--- src/rtl/f2h_pkg.sv ---
// Shared widths, defaults and FSM state encoding for the f2h_sdram burst writer.
package f2h_pkg;
    localparam int AVM_BURST_W    = 8;
    localparam int ADDR_WIDTH_DEF = 29;
    localparam int DATA_WIDTH_DEF = 64;
    localparam int WORD_CNT_W     = 24;

    typedef enum logic [1:0] {
        IDLE      = 2'd0,
        WAIT_DATA = 2'd1,
        BURST     = 2'd2,
        DONE      = 2'd3
    } state_e;
endpackage

--- src/rtl/f2h_write_fifo.sv ---
// Show-ahead FIFO: pop_data always presents the head word; push/pop may occur in the same cycle.
module f2h_write_fifo #(
    parameter int DATA_WIDTH = 64,
    parameter int DEPTH      = 32
) (
    input  logic                        clk,
    input  logic                        rst_n,
    input  logic                        push,
    input  logic [DATA_WIDTH-1:0]       push_data,
    input  logic                        pop,
    output logic [DATA_WIDTH-1:0]       pop_data,
    output logic [$clog2(DEPTH):0]      count,
    output logic                        full,
    output logic                        empty
);
    localparam int PTR_W = $clog2(DEPTH);
    localparam int CNT_W = PTR_W + 1;

    logic [DATA_WIDTH-1:0] mem [DEPTH];
    logic [PTR_W-1:0]      wr_ptr_q, wr_ptr_d;
    logic [PTR_W-1:0]      rd_ptr_q, rd_ptr_d;
    logic [CNT_W-1:0]      count_q, count_d;
    logic                  push_ok, pop_ok;

    assign full     = (count_q == CNT_W'(DEPTH));
    assign empty    = (count_q == '0);
    assign count    = count_q;
    assign pop_data = mem[rd_ptr_q];
    assign push_ok  = push && !full;
    assign pop_ok   = pop && !empty;

    always_comb begin
        wr_ptr_d = push_ok ? wr_ptr_q + PTR_W'(1) : wr_ptr_q;
        rd_ptr_d = pop_ok  ? rd_ptr_q + PTR_W'(1) : rd_ptr_q;
        count_d  = count_q;
        case ({push_ok, pop_ok})
            2'b10:   count_d = count_q + CNT_W'(1);
            2'b01:   count_d = count_q - CNT_W'(1);
            default: count_d = count_q;
        endcase
    end

    // Storage needs no reset; emptiness is defined by the pointers/count alone.
    always_ff @(posedge clk) begin
        if (push_ok) mem[wr_ptr_q] <= push_data;
    end

    always_ff @(posedge clk or negedge rst_n) begin
        if (!rst_n) begin
            wr_ptr_q <= '0;
            rd_ptr_q <= '0;
            count_q  <= '0;
        end else begin
            wr_ptr_q <= wr_ptr_d;
            rd_ptr_q <= rd_ptr_d;
            count_q  <= count_d;
        end
    end
endmodule

--- src/rtl/f2h_burst_writer.sv ---
// Avalon-MM burst write initiator: buffers a 64-bit stream and writes it to SDRAM in whole,
// bubble-free bursts of up to BURST_LEN beats.
module f2h_burst_writer
    import f2h_pkg::*;
#(
    parameter int ADDR_WIDTH = ADDR_WIDTH_DEF,
    parameter int DATA_WIDTH = DATA_WIDTH_DEF,
    parameter int BURST_LEN  = 16,
    parameter int FIFO_DEPTH = 32
) (
    input  logic                      clk_clk,
    input  logic                      reset_reset_n,
    input  logic                      start,
    input  logic [ADDR_WIDTH-1:0]     base_address,
    input  logic [23:0]               word_count,
    output logic                      busy,
    output logic                      done,
    input  logic [DATA_WIDTH-1:0]     in_data,
    input  logic                      in_valid,
    output logic                      in_ready,
    output logic [ADDR_WIDTH-1:0]     avm_address,
    output logic [7:0]                avm_burstcount,
    input  logic                      avm_waitrequest,
    output logic [DATA_WIDTH-1:0]     avm_writedata,
    output logic [DATA_WIDTH/8-1:0]   avm_byteenable,
    output logic                      avm_write,
    output logic [1:0]                dbg_state
);
    localparam int CNT_W = $clog2(FIFO_DEPTH) + 1;

    state_e                   state_q, state_d;
    logic [ADDR_WIDTH-1:0]    next_addr_q, next_addr_d;
    logic [WORD_CNT_W-1:0]    words_left_q, words_left_d;
    logic [WORD_CNT_W-1:0]    word_count_q, word_count_d;
    logic [WORD_CNT_W-1:0]    words_acc_q, words_acc_d;
    logic [AVM_BURST_W-1:0]   beats_left_q, beats_left_d;
    logic [ADDR_WIDTH-1:0]    avm_address_q, avm_address_d;
    logic [AVM_BURST_W-1:0]   avm_burstcount_q, avm_burstcount_d;
    logic                     avm_write_q, avm_write_d;

    logic [CNT_W-1:0]         fifo_count;
    logic                     fifo_full, fifo_empty;
    logic                     push, beat_fire;
    logic [AVM_BURST_W-1:0]   blen;

    // Handshakes: a stream word transfers on a rising edge with in_valid && in_ready; an Avalon
    // beat transfers on a rising edge with avm_write && !avm_waitrequest. Neither side may
    // withdraw a request based on the other's response within the same cycle.
    assign busy           = (state_q == WAIT_DATA) || (state_q == BURST);
    assign done           = (state_q == DONE);
    assign in_ready       = busy && !fifo_full && (words_acc_q < word_count_q);
    assign push           = in_valid && in_ready;
    assign beat_fire      = avm_write_q && !avm_waitrequest;
    assign blen           = (words_left_q >= WORD_CNT_W'(BURST_LEN)) ? AVM_BURST_W'(BURST_LEN)
                                                                     : words_left_q[AVM_BURST_W-1:0];
    assign avm_address    = avm_address_q;
    assign avm_burstcount = avm_burstcount_q;
    assign avm_write      = avm_write_q;
    assign avm_byteenable = '1;
    assign dbg_state      = state_q;

    f2h_write_fifo #(
        .DATA_WIDTH (DATA_WIDTH),
        .DEPTH      (FIFO_DEPTH)
    ) u_fifo (
        .clk       (clk_clk),
        .rst_n     (reset_reset_n),
        .push      (push),
        .push_data (in_data),
        .pop       (beat_fire),
        .pop_data  (avm_writedata),
        .count     (fifo_count),
        .full      (fifo_full),
        .empty     (fifo_empty)
    );

    always_comb begin
        state_d          = state_q;
        next_addr_d      = next_addr_q;
        words_left_d     = words_left_q;
        word_count_d     = word_count_q;
        words_acc_d      = push ? words_acc_q + WORD_CNT_W'(1) : words_acc_q;
        beats_left_d     = beats_left_q;
        avm_address_d    = avm_address_q;
        avm_burstcount_d = avm_burstcount_q;
        avm_write_d      = avm_write_q;
        case (state_q)
            IDLE: begin
                if (start) begin
                    next_addr_d  = base_address;
                    word_count_d = word_count;
                    words_left_d = word_count;
                    words_acc_d  = '0;
                    state_d      = (word_count == '0) ? DONE : WAIT_DATA;
                end
            end
            WAIT_DATA: begin
                // Whole burst must be buffered so avm_write never drops mid-burst.
                if (32'(fifo_count) >= 32'(blen)) begin
                    avm_address_d    = next_addr_q;
                    avm_burstcount_d = blen;
                    beats_left_d     = blen;
                    avm_write_d      = 1'b1;
                    state_d          = BURST;
                end
            end
            BURST: begin
                if (beat_fire) begin
                    beats_left_d = beats_left_q - AVM_BURST_W'(1);
                    if (beats_left_q == AVM_BURST_W'(1)) begin
                        avm_write_d  = 1'b0;
                        next_addr_d  = next_addr_q + ADDR_WIDTH'(avm_burstcount_q);
                        words_left_d = words_left_q - WORD_CNT_W'(avm_burstcount_q);
                        state_d      = (words_left_q == WORD_CNT_W'(avm_burstcount_q)) ? DONE : WAIT_DATA;
                    end
                end
            end
            DONE:    state_d = IDLE;
            default: state_d = IDLE;
        endcase
    end

    always_ff @(posedge clk_clk or negedge reset_reset_n) begin
        if (!reset_reset_n) begin
            state_q          <= IDLE;
            next_addr_q      <= '0;
            words_left_q     <= '0;
            word_count_q     <= '0;
            words_acc_q      <= '0;
            beats_left_q     <= '0;
            avm_address_q    <= '0;
            avm_burstcount_q <= '0;
            avm_write_q      <= 1'b0;
        end else begin
            state_q          <= state_d;
            next_addr_q      <= next_addr_d;
            words_left_q     <= words_left_d;
            word_count_q     <= word_count_d;
            words_acc_q      <= words_acc_d;
            beats_left_q     <= beats_left_d;
            avm_address_q    <= avm_address_d;
            avm_burstcount_q <= avm_burstcount_d;
            avm_write_q      <= avm_write_d;
        end
    end
endmodule
--- config.mk ---
export PLATFORM = sky130hd
export DESIGN_NAME = f2h_burst_writer
export DESIGN_NICKNAME = d
export VERILOG_FILES = /design/src/rtl/f2h_pkg.sv /design/src/rtl/f2h_write_fifo.sv /design/src/rtl/f2h_burst_writer.sv
export SDC_FILE = /design/constraint.sdc
export NUM_CORES = 2
export LEC_CHECK = 0
export BUFFER_PORTS_ARGS = -buffer_cell sky130_fd_sc_hd__buf_2
export CORE_MARGIN = 5
export CORE_UTILIZATION = 46
export DETAILED_ROUTE_END_ITERATION = 8
export MAX_ROUTING_LAYER = met4
export PLACE_DENSITY = 0.65
export SYNTH_ARGS = -nofsm -noshare
export SYNTH_HDL_FRONTEND = slang
export SYNTH_SLANG_ARGS = --single-unit
--- constraint.sdc ---
create_clock -name clk_clk -period 9.19 [get_ports clk_clk]
set_clock_uncertainty 0.15 [all_clocks]
set_input_delay 0.919 -clock clk_clk [delete_from_list [all_inputs] [get_ports clk_clk]]
set_output_delay 0.919 -clock clk_clk [all_outputs]
set_load 0.03 [all_outputs]
==> reports/metrics.sh <==
RUN_STATUS='finished, final reports clean'
TIMING.FINAL.CRIT_SHARE=0.592
FILLERINSTANCES=14500
MAX_STAGE_DELAY_NS=0.83
MAXCLOCKFREQUENCY_MHz=184
PWR-SHARE-CLK=0.401
PERIOD_NEEDED_NS=5.44
FIN_HOLD_WS_NS=0.0501
MAX-CLOCK-PATH-BUFFERS=3
INITIAL_ANTENNA_VIOLATION_COUNT=25
PLACEDINSTANCEAREA_SQ_UM=91700
SLEW_VIOL_FINAL=0
CTS_SINKS=2213
FINAL_COMMON_CELL='sky130_fd_sc_hd__edfxtp_1'
DRCVIOLATIONCOUNT=0
CLK-INSERTION-DELAY-LATE_NS=0.85
SWITCHING_POWER_W=0.00491
FRACTION_OF_LAYOUT_INSTANCES_USING_A_DRIVE_STRENGTH_ABOVE_1=0.317
VDD.IR_DROP.WORST_V=0.000235
ANTENNA_LEFT=0
CORE_AREA_SQ_UM=188000
ROUTED-VIA-COUNT=42400
TOP_LAYER='met4'
POST_LAYOUT_NONFILLER_INSTANCES=7023
DIE_X_UM=445
CRITICAL_PATH.ENDPOINT_TYPE='output pin'
CRITICAL_PATH.STARTPOINT_TYPE='flip-flop'
POST-LAYOUT-TOTAL-POWER_W=0.0219
MET2ROUTEDLENGTH_UM=107000
ROUTED_WIRELENGTH_UM=213000
GLOBAL_ROUTE.USAGE.TOTAL=0.222
FINALWEIGHTEDCONGESTION=0.835
NETLIST-CELL-TYPE-COUNT=81
AREA_OF_ALL_PLACED_CELLS_WITHOUT_FILLERS_SQ_UM=98800
MAPPEDNETLISTAREA_SQ_UM=87200
MAXCAPVIOLCOUNT=0
TIMING.FINAL.SETUP_VIOLATIONS=0
CLOCK_TRANSITION_TIME_AT_THE_FLIP_FLOP_CLOCK_PINS_OF_THE_WORST_SETUP_AND_HOLD_PATHS_NS=0.06
TRITONCTS='built'
MET3ROUTEDLENGTH_UM=15700
ROUTED_VIA_DENSITY=6.03
SETUP_TOTAL_NEGATIVE_SLACK_NS=0
ASYNCSETRESETFLOPFRACSYNTH=0.0746
CTS_SETUP_BUFFERS=0
LEAKAGE_nW=31.3
GRT_FIRST_PASS_WIRELENGTH_UM=309000
YOSYS_WARNINGS=0
DPL.CELL_COUNT=6605
DIE_HEIGHT_UM=445
CTS_HOLD_REPAIR.BUFFERS=0
SYN-INSTANCE-COUNT=3987
FINAL_HOLD_VIOL_COUNT=0
CTS_INSERTED_BUFFERS=217
1ST_ITER_DRT_VIOLS=4314
AREA_GROWTH_PCT=13.3
HTREEDEPTH=4
CRITPATHSLOWESTCELL='sky130_fd_sc_hd__dfrtp_4'
WORST_HOLD_CLASS='in2async'
COMBPWRFRAC=0.061
SYNTH.YOSYS.SEQ_AREA_SHARE=0.753
CP_DATA_ARRIVAL_TIME_NS=4.37
GLOBALROUTEOVERFLOWTOTAL=0
LAYOUT.CELLS.MOST_COMMON_LIST='sky130_fd_sc_hd__edfxtp_1 (2048), sky130_fd_sc_hd__mux4_2 (640), sky130_fd_sc_hd__buf_2 (227), sky130_fd_sc_hd__clkbuf_16 (221), sky130_fd_sc_hd__dfrtp_1 (160)'
PLACE.DETAILED.HPWL_UM=109000
CTS.ROOT.BUFFER_CELL='sky130_fd_sc_hd__clkbuf_16'
ROWS=159
CTS_REPAIR_RESIZE_COUNT=0
SYN_AVG_CELL_AREA_SQ_UM=21.9
CP_CELL_SEQUENCE='buf_12 -> buf_12 -> mux4_2 -> mux4_2 -> mux2_2 -> buf_2'
RSZ_0062_RAISED_AFTER_GLOBAL_ROUTING='false'
REG2REG_SETUP_SLACK_NS=4.22
SEQ_POWER_SHARE=0.538
CRIT_REQUIRED_NS=8.12
CRIT_TYPE='reg2out'
FULL_DIE_AREA_SQ_UM=198000
LARGEST_NET_DEGREE_AT_THE_START_OF_GLOBAL_ROUTING=115
MAXSLEWHEADROOM=0.237
FINALNETCOUNT=4516
PWR_DENSITY_CELL_nW_PER_UM2=222
INTPOWER_W=0.0170
DRT_PRE_ANTENNA_ITERS=5
WL_MET1_UM=85500
NUM_IO_PINS=237
FIRST_GLOBAL_VIAS=43300
YOSYS_REGISTER_BITS=2213
SYNTH_EDF_COUNT=2048
INITIAL_CORE_UTIL=0.463
NETSWITCHINGFRACTION=0.224
WORST_PIN_SLEW_NS=1.14
PORT-BUFFER-COUNT=228
WORST-PATH-MAX-FANOUT=114
AVGROUTEDWIREPERCELL_UM=30.4
SYNTH-MAIN-FF-CELL='sky130_fd_sc_hd__edfxtp_1'
==> final cells by class <==
class	count	area, sq um	area share
Timing Repair Buffer	323	2040	0.0206
Clock buffer	280	5830	0.0591
Antenna cell	13	32.5	0.000329
Multi-Input combinational cell	1513	20600	0.209
Inverter	61	229	0.00232
Sequential cell	2213	65600	0.665
Clock inverter	125	1220	0.0124
Tap cell	2495	3120	0.0316
==> cell families (layout without fill, tap and decap cells) <==
kind of cell    after synthesis  count (layout)  share of synthesized area
compound gates              273             273                     0.0199
xor+xnor                     32              32                    0.00322
fa+ha+maj                    65              65                    0.00959
buf+inv                     269             789                     0.0133
flops                      2213            2213                      0.753
mux                         742             742                      0.178
other cells                   1              22                  0.0000430
simple gates                392             392                     0.0226
==> critical path: cells and delay by family (launching register included) <==
kind     cells  cell delay (ns)
flops        1             0.83
buf+inv      3             1.28
mux          3             1.21
==> worst paths after layout <==
| path | start | to | cells past startpoint |
|---|---|---|---|
| worst max-delay path | u_fifo.rd_ptr_q[1] | avm_writedata[31] | 6 |
| worst min-delay path | reset_reset_n | avm_address[17] | 1 |
| worst max register to register | words_acc_q[15] | u_fifo.mem[12][16] | 10 |
| worst min register to register | word_count_q[0] | word_count_q[0] | 2 |
| max in group asynchronous | reset_reset_n | u_fifo.rd_ptr_q[3] | 2 |
| min in group clk_clk | base_address[28] | next_addr_q[28] | 2 |
==> power groups by stage <==
stage	logic (W)	registers [W]	clock network, W
global route	0.00141	0.0118	0.00938
floorplan	0.000626	0.0120	0
global placement	0.00134	0.0120	0
detailed placement	0.00136	0.0120	0
CTS	0.00136	0.0118	0.00895
finish	0.00134	0.0118	0.00879
==> per-layer routing <==
| layer | global-route usage | vias to the layer above |
|---|---|---|
| met1 | 0.299 | 22800 |
| met2 | 0.360 | 1811 |
| met4 | 0.0542 | 0 |
| met3 | 0.0360 | 307 |
| met5 | - | - |
| li1 | - | 17400 |
==> per-stage QoR <==
step / utilization / setup slack, ns
2_1_floorplan: - / 2.09
3_3_place_gp: 0.487 / 4.32
3_5_place_dp: 0.487 / 4.22
4_1_cts: 0.525 / 3.60
5_1_grt: 0.525 / 3.55
6_report: 0.525 / 3.75
==> flip-flops by register name, indices dropped and copies added, names as in the netlist <==
name and cells:
u_fifo.rd_ptr_q 5, avm_address 29, u_fifo.mem 2048, u_fifo.wr_ptr_q 5
words_acc_q 24, dbg_state 2, word_count_q 24, avm_write 1
next_addr_q 29, u_fifo.count 6, words_left_q 24, beats_left_q 8
avm_burstcount 8
==> cells in the mapped netlist, types with 6 or more instances <==
library cell,number,area (sq um)
sky130_fd_sc_hd__mux2i_1,11,110
sky130_fd_sc_hd__a211oi_1,11,82.6
sky130_fd_sc_hd__or3_1,11,68.8
sky130_fd_sc_hd__o21ai_0,77,385
sky130_fd_sc_hd__edfxtp_1,2048,61500
sky130_fd_sc_hd__inv_1,59,221
sky130_fd_sc_hd__a311oi_1,10,87.6
sky130_fd_sc_hd__a31oi_1,6,37.5
sky130_fd_sc_hd__and2_1,12,75.1
sky130_fd_sc_hd__o31ai_1,10,75.1
sky130_fd_sc_hd__mux4_2,640,14400
sky130_fd_sc_hd__buf_1,20,75.1
sky130_fd_sc_hd__nand2_1,111,417
sky130_fd_sc_hd__o21a_1,12,90.1
sky130_fd_sc_hd__xor2_1,9,78.8
sky130_fd_sc_hd__a21oi_1,78,390
sky130_fd_sc_hd__nor4_1,14,87.6
sky130_fd_sc_hd__xnor2_1,23,201
sky130_fd_sc_hd__nand3_1,33,165
sky130_fd_sc_hd__nor2b_1,12,75.1
sky130_fd_sc_hd__nor3_1,23,115
sky130_fd_sc_hd__buf_2,60,300
sky130_fd_sc_hd__dfrtp_1,165,4130
sky130_fd_sc_hd__o22ai_1,15,93.8
sky130_fd_sc_hd__mux2_2,91,1020
sky130_fd_sc_hd__clkbuf_1,111,417
sky130_fd_sc_hd__a21o_1,6,45.0
sky130_fd_sc_hd__buf_4,14,105
sky130_fd_sc_hd__or4_1,8,60.1
sky130_fd_sc_hd__ha_1,62,776
sky130_fd_sc_hd__nand4_1,18,113
sky130_fd_sc_hd__nor2_1,102,383
sky130_fd_sc_hd__and3_1,13,81.3
Note: power is estimated with default switching activity, not from simulation.
